===== config.mk =====
export PLATFORM = sky130hd
export DESIGN_NAME = fp_mul_arbiter
export DESIGN_NICKNAME = d
export VERILOG_FILES = /design/src/rtl/fp_mul_arbiter.sv
export SDC_FILE = /design/constraint.sdc
export NUM_CORES = 1
export LEC_CHECK = 0
export ABC_AREA = 1
export CAP_MARGIN = 20
export CELL_PAD_IN_SITES_DETAIL_PLACEMENT = 1
export CELL_PAD_IN_SITES_GLOBAL_PLACEMENT = 2
export CORE_MARGIN = 2
export CORE_UTILIZATION = 18
export CTS_BUF_LIST = sky130_fd_sc_hd__clkbuf_16
export CTS_CLUSTER_DIAMETER = 80
export DETAILED_ROUTE_END_ITERATION = 16
export GPL_ROUTABILITY_DRIVEN = 0
export PLACE_DENSITY_LB_ADDON = 0.1
export SYNTH_ARGS = -nofsm -noshare
export SYNTH_HDL_FRONTEND = slang
export SYNTH_SLANG_ARGS = --single-unit

===== constraint.sdc =====
create_clock -name clk -period 3.9 [get_ports clk]
set_clock_uncertainty 0.2 [all_clocks]
set_input_delay 0.78 -clock clk [delete_from_list [all_inputs] [get_ports clk]]
set_output_delay 0.78 -clock clk [all_outputs]
set_load 0.02 [all_outputs]

===== src/rtl/fp_mul_arbiter.sv =====
// Round-robin arbiter sharing one fixed-latency pipelined FP32 multiplier between NUM_REQ requesters.
// A shadow tag pipeline steers each product back to its requester and flags tag/IP valid misalignment.
module fp_mul_arbiter #(
   parameter int NUM_REQ     = 4,
   parameter int MUL_LATENCY = 8,
   parameter int ID_W        = $clog2(NUM_REQ)
) (
   input  logic                  clk,
   input  logic                  rst,
   input  logic [NUM_REQ-1:0]    req_valid,
   input  logic [32*NUM_REQ-1:0] req_a,
   input  logic [32*NUM_REQ-1:0] req_b,
   output logic [NUM_REQ-1:0]    req_ready,
   output logic [31:0]           mul_a,
   output logic [31:0]           mul_b,
   output logic                  mul_valid,
   input  logic [31:0]           mul_result,
   input  logic                  mul_result_valid,
   output logic [NUM_REQ-1:0]    rsp_valid,
   output logic [31:0]           rsp_data,
   output logic [ID_W-1:0]       rsp_id,
   output logic                  busy,
   output logic                  err
);
   localparam int CNT_W   = $clog2(MUL_LATENCY + 3);
   localparam int GUARD_W = $clog2(MUL_LATENCY + 2);
   localparam logic [GUARD_W-1:0] GUARD_INIT = GUARD_W'(MUL_LATENCY + 1);

   logic [ID_W-1:0]    ptr_q, ptr_d;
   logic [31:0]        mul_a_q, mul_a_d, mul_b_q, mul_b_d;
   logic               mul_valid_q, mul_valid_d;
   logic [ID_W-1:0]    iss_id_q, iss_id_d;
   logic [MUL_LATENCY-1:0]           tag_v_q, tag_v_d;
   logic [MUL_LATENCY-1:0][ID_W-1:0] tag_id_q, tag_id_d;
   logic [NUM_REQ-1:0] rsp_valid_q, rsp_valid_d;
   logic [31:0]        rsp_data_q, rsp_data_d;
   logic [ID_W-1:0]    rsp_id_q, rsp_id_d;
   logic [CNT_W-1:0]   cnt_q, cnt_d;
   logic [GUARD_W-1:0] guard_q, guard_d;
   logic               err_q, err_d;

   logic               grant_found, transfer, tag_out_v;
   logic [ID_W-1:0]    grant_idx, cand, tag_out_id;
   logic [31:0]        a_sel, b_sel;

   // Round-robin search starting at ptr_q; depends only on req_valid, never on operands.
   always_comb begin
      // NOTE: every signal written here gets a default first so no path can infer a latch.
      grant_found = 1'b0;
      grant_idx   = '0;
      cand        = '0;
      for (int k = 0; k < NUM_REQ; k++) begin
         cand = ID_W'((int'(ptr_q) + k) % NUM_REQ);
         if (!grant_found && req_valid[cand]) begin
            grant_found = 1'b1;
            grant_idx   = cand;
         end
      end
      transfer  = grant_found & ~rst;
      req_ready = transfer ? (NUM_REQ'(1) << grant_idx) : '0;
      a_sel     = '0;
      b_sel     = '0;
      for (int i = 0; i < NUM_REQ; i++) begin
         if (grant_idx == ID_W'(i)) begin
            a_sel = req_a[32*i +: 32];
            b_sel = req_b[32*i +: 32];
         end
      end
   end

   assign tag_out_v  = tag_v_q[MUL_LATENCY-1];
   assign tag_out_id = tag_id_q[MUL_LATENCY-1];

   always_comb begin
      ptr_d       = ptr_q;
      mul_valid_d = transfer;
      mul_a_d     = mul_a_q;
      mul_b_d     = mul_b_q;
      iss_id_d    = iss_id_q;
      if (transfer) begin
         ptr_d    = (grant_idx == ID_W'(NUM_REQ - 1)) ? '0 : grant_idx + ID_W'(1);
         mul_a_d  = a_sel;
         mul_b_d  = b_sel;
         iss_id_d = grant_idx;
      end

      tag_v_d     = '0;
      tag_id_d    = '0;
      tag_v_d[0]  = mul_valid_q;
      tag_id_d[0] = iss_id_q;
      for (int i = 1; i < MUL_LATENCY; i++) begin
         tag_v_d[i]  = tag_v_q[i-1];
         tag_id_d[i] = tag_id_q[i-1];
      end

      rsp_valid_d = tag_out_v ? (NUM_REQ'(1) << tag_out_id) : '0;
      rsp_data_d  = tag_out_v ? mul_result : rsp_data_q;
      rsp_id_d    = tag_out_v ? tag_out_id : rsp_id_q;

      cnt_d = cnt_q;
      case ({transfer, |rsp_valid_q})
         2'b10:   cnt_d = cnt_q + CNT_W'(1);
         2'b01:   cnt_d = cnt_q - CNT_W'(1);
         default: cnt_d = cnt_q;
      endcase

      // The guard masks stale IP results still draining from before the last reset.
      guard_d = (guard_q != '0) ? guard_q - GUARD_W'(1) : guard_q;
      err_d   = err_q | ((guard_q == '0) & (tag_out_v != mul_result_valid));
   end

   always_ff @(posedge clk) begin
      // NOTE: state registers use non-blocking assignments so every flop samples pre-edge values.
      if (rst) begin
         ptr_q       <= '0;
         mul_a_q     <= '0;
         mul_b_q     <= '0;
         mul_valid_q <= 1'b0;
         iss_id_q    <= '0;
         // NOTE: the tag shift register is reset (unlike a data RAM) because its valid bits drop in-flight work.
         tag_v_q     <= '0;
         tag_id_q    <= '0;
         rsp_valid_q <= '0;
         rsp_data_q  <= '0;
         rsp_id_q    <= '0;
         cnt_q       <= '0;
         guard_q     <= GUARD_INIT;
         err_q       <= 1'b0;
      end else begin
         ptr_q       <= ptr_d;
         mul_a_q     <= mul_a_d;
         mul_b_q     <= mul_b_d;
         mul_valid_q <= mul_valid_d;
         iss_id_q    <= iss_id_d;
         tag_v_q     <= tag_v_d;
         tag_id_q    <= tag_id_d;
         rsp_valid_q <= rsp_valid_d;
         rsp_data_q  <= rsp_data_d;
         rsp_id_q    <= rsp_id_d;
         cnt_q       <= cnt_d;
         guard_q     <= guard_d;
         err_q       <= err_d;
      end
   end

   assign mul_a     = mul_a_q;
   assign mul_b     = mul_b_q;
   assign mul_valid = mul_valid_q;
   assign rsp_valid = rsp_valid_q;
   assign rsp_data  = rsp_data_q;
   assign rsp_id    = rsp_id_q;
   assign busy      = (cnt_q != '0);
   assign err       = err_q;

endmodule


==> reports/summary.txt <==
Die X = 202 um
Post-route setup slack = 0.231 ns
Most frequent cells after synthesis = nand2_1, nor2_1, o21ai_0, dfxtp_1, a21oi_1
GRT Util Overall = 17.2%
Crit path max fanout = 4
Grt total ovfl = 0
Post-CTS sizing = 2
Top-count cell post-synth = nand2_1
Primary FF master, synth = dfxtp_1
CTS tree = yes
Initial antenna violation count = 4
Worst hold path class = reg2reg
Fillers = 4,728
Clock transition at path regs = 0.07 ns
Async SR Flop Fraction = 0%
Synth cell types = 27
Arr. time, crit path = 2.69 ns
Initial DRC Count = 264
Top-area cell type share of the netlist area = 39.8%
DRT antenna net count = 0
Hold Vio Cnt, Final = 0
Chip height = 202 um
Setup crit end kind = primary output
DR WL/cell = 17.4 um
Slew @ Worst Pin = 0.727 ns
Postcts setup bufs = 0
Post-synth top area cell = dfxtp_1
CP max stage delay = 0.48 ns
Number of global-route vias before repair = 8,614
Syn-to-layout area delta = 75.4%
Inst Count DP = 2,002
Nets = 1,806
Clk buf depth = 2
PwrDens = 914 mW/mm^2
Share of post-route cells with drive strength above 1 = 5.87%
Final Cycle Share = 94.1%
Largest net degree at the start of global routing = 71
Slowest CP cell = clkdlybuf4s50_1
Placement Setup Slack = -0.170 ns
Finished Layout Cells = 2,037
First-pass GRT wire length = 52,900 um
Drt drc = 0
Worst Setup Start Kind = primary input
Worst IR drop on VDD = 465 uV
CTS Sinks = 140
Unrepaired setup endpoints after global routing = false
Mapped Avg Cell Area = 6.30 um^2
Initial Util = 18.2%
DP Wirelength = 27,200 um
CP cell instances = clkdlybuf4s50_1 > inv_1 > nand2_1 > nand3_1 > nand2_1 > nand3_1 > nand3_1 > nand3_2 > inv_1 > buf_4 > ha_1 > clkinv_2 > nor2_1 > buf_4
Synthesized cell area = 0.00704 mm^2
Standard-cell rows = 72
Final setup fails = 0
Seq/Total Area, Yosys = 39.8%
Io pins = 404
Cells after Synth = 1,117
Kind of critical path = in2out
Hold_buf cts = 0
Critical Path RT = 2.92 ns
Power consumption = 11,300 uW
Max Cap Viol = 0
Tmin final = 3.67 ns
Cell mode on critical path = nand3_1
Die area = 0.0407 mm^2
Area occupied by multi-input gates = 0.00370 mm^2
Clock latency on the worst-skew pair = 0.43 ns
Synth warn = 0
Clock root buffer = clkbuf_16
Top cells by area, synth = dfxtp_1, nand2_1, o21ai_0
FF+latch area = 0.00280 mm^2
Fin. max-slew vios = 0
Post-synth EDFFs = 0
#FFs+latches synth = 140
Syn_nets = 1,420
DR vias = 8,437
Via-per-instance ratio = 4.14
TritonRoute pass-1 iters = 4
Final Util = 31.9%
Htree depth = 4
I/O Buffers = 403
Total CTS buffers = 17
Worst slew margin = 51.5%
Drt total wl = 35,400 um
P_leak = 0.00547 uW
Outcome = complete, no violations
Max Clk Rate = 273 MHz
Core area = 0.0386 mm^2
-- sequential cells by signal, summed over array words and instances, names as in the netlist, 4 cells and up --
register	flops
guard_q	4
rsp_data	32
cnt_q	4
tag_id_d	14
mul_b	32
mul_a	32
rsp_valid	4
tag_v_q	8
-- where the power goes --
group	total (uW)	internal [uW]	switching [uW]	leakage, uW
logic	7740	3000	4730	0.00405
clock network	1590	886	707	0.000273
registers	1950	1780	167	0.00115
total	11300	5670	5610	0.00547
-- routing by layer --
layer  part of all wire, %  vias up  GRT usage [%]
li1                      -     4328              -
met1                    43     3895           19.9
met2                    51      195           31.1
met3                   4.9       19           4.60
met4                   1.3        0           4.15
met5                     0        -              0
-- cell type report --
type,count,share of cell area [%]
Clock inverter,14,1.08
Antenna cell,4,0.0811
Inverter,55,1.71
Clock buffer,17,3.45
Multi-Input combinational cell,845,30.0
Timing Repair Buffer,444,35.7
Tap cell,518,5.25
Sequential cell,140,22.7
-- critical path, delay by kind of cell --
kind / cells / cell delay, ns
buffers and inverters: 6 / 0.99
adders and majority gates: 1 / 0.18
and+or+nand+nor: 7 / 0.76
-- cell usage in the layout (no fill, tap or decap), types with 2 or more instances in the layout --
| cell type | synthesis | routed |
|---|---|---|
| dfxtp_1 | 140 | 140 |
| nand4_1 | 3 | 3 |
| nand3_1 | 15 | 14 |
| ha_2 | 0 | 2 |
| clkinv_2 | 0 | 3 |
| diode_2 | 0 | 4 |
| clkdlybuf4s50_1 | 0 | 399 |
| nor3_1 | 2 | 2 |
| mux2i_1 | 2 | 2 |
| nand2_1 | 336 | 336 |
| inv_1 | 51 | 49 |
| buf_4 | 1 | 37 |
| xor2_1 | 4 | 4 |
| inv_6 | 0 | 6 |
| nor2_4 | 1 | 2 |
| clkbuf_16 | 0 | 17 |
| xnor2_1 | 2 | 2 |
| clkbuf_2 | 0 | 2 |
| clkinv_4 | 0 | 4 |
| buf_12 | 0 | 5 |
| o21ai_0 | 176 | 176 |
| ha_1 | 8 | 6 |
| a21oi_1 | 90 | 90 |
| nor2_1 | 200 | 200 |
| inv_2 | 3 | 3 |
-- per-stage QoR --
step | hold WS (ns) | setup TNS (ns) | area, um^2
2_1_floorplan | 0.188 | 0 | 7040
3_3_place_gp | 0.196 | -0.217 | 11800
3_5_place_dp | 0.198 | -0.319 | 11800
4_1_cts | 0.196 | 0 | 12300
5_1_grt | 0.221 | 0 | 12300
6_report | 0.195 | 0 | 12300
-- logic make-up after synthesis --
logic type               count (synthesis)  share of synthesized area [%]
AND/OR/NAND/NOR                        563                           30.9
AO/OA/AOI/OAI                          266                           18.9
flip-flops                             140                           39.8
buffers and inverters                  132                           7.86
adder cells (fa/ha/maj)                  8                           1.42
XOR/XNOR                                 6                          0.747
multiplexers                             2                          0.285
-- final timing paths --
kind                              startpoint           end  slack (ns)  cells past startpoint
worst min register to register   tag_id_d[8]  tag_id_d[10]        0.19                      2
worst max-delay path            req_valid[3]  req_ready[3]        0.23                     14
worst min-delay path             tag_id_d[8]  tag_id_d[10]        0.19                      2
worst max register to register      ptr_q[0]     mul_b[24]        0.62                     21
No activity file was read; power rests on OpenSTA's default activity.
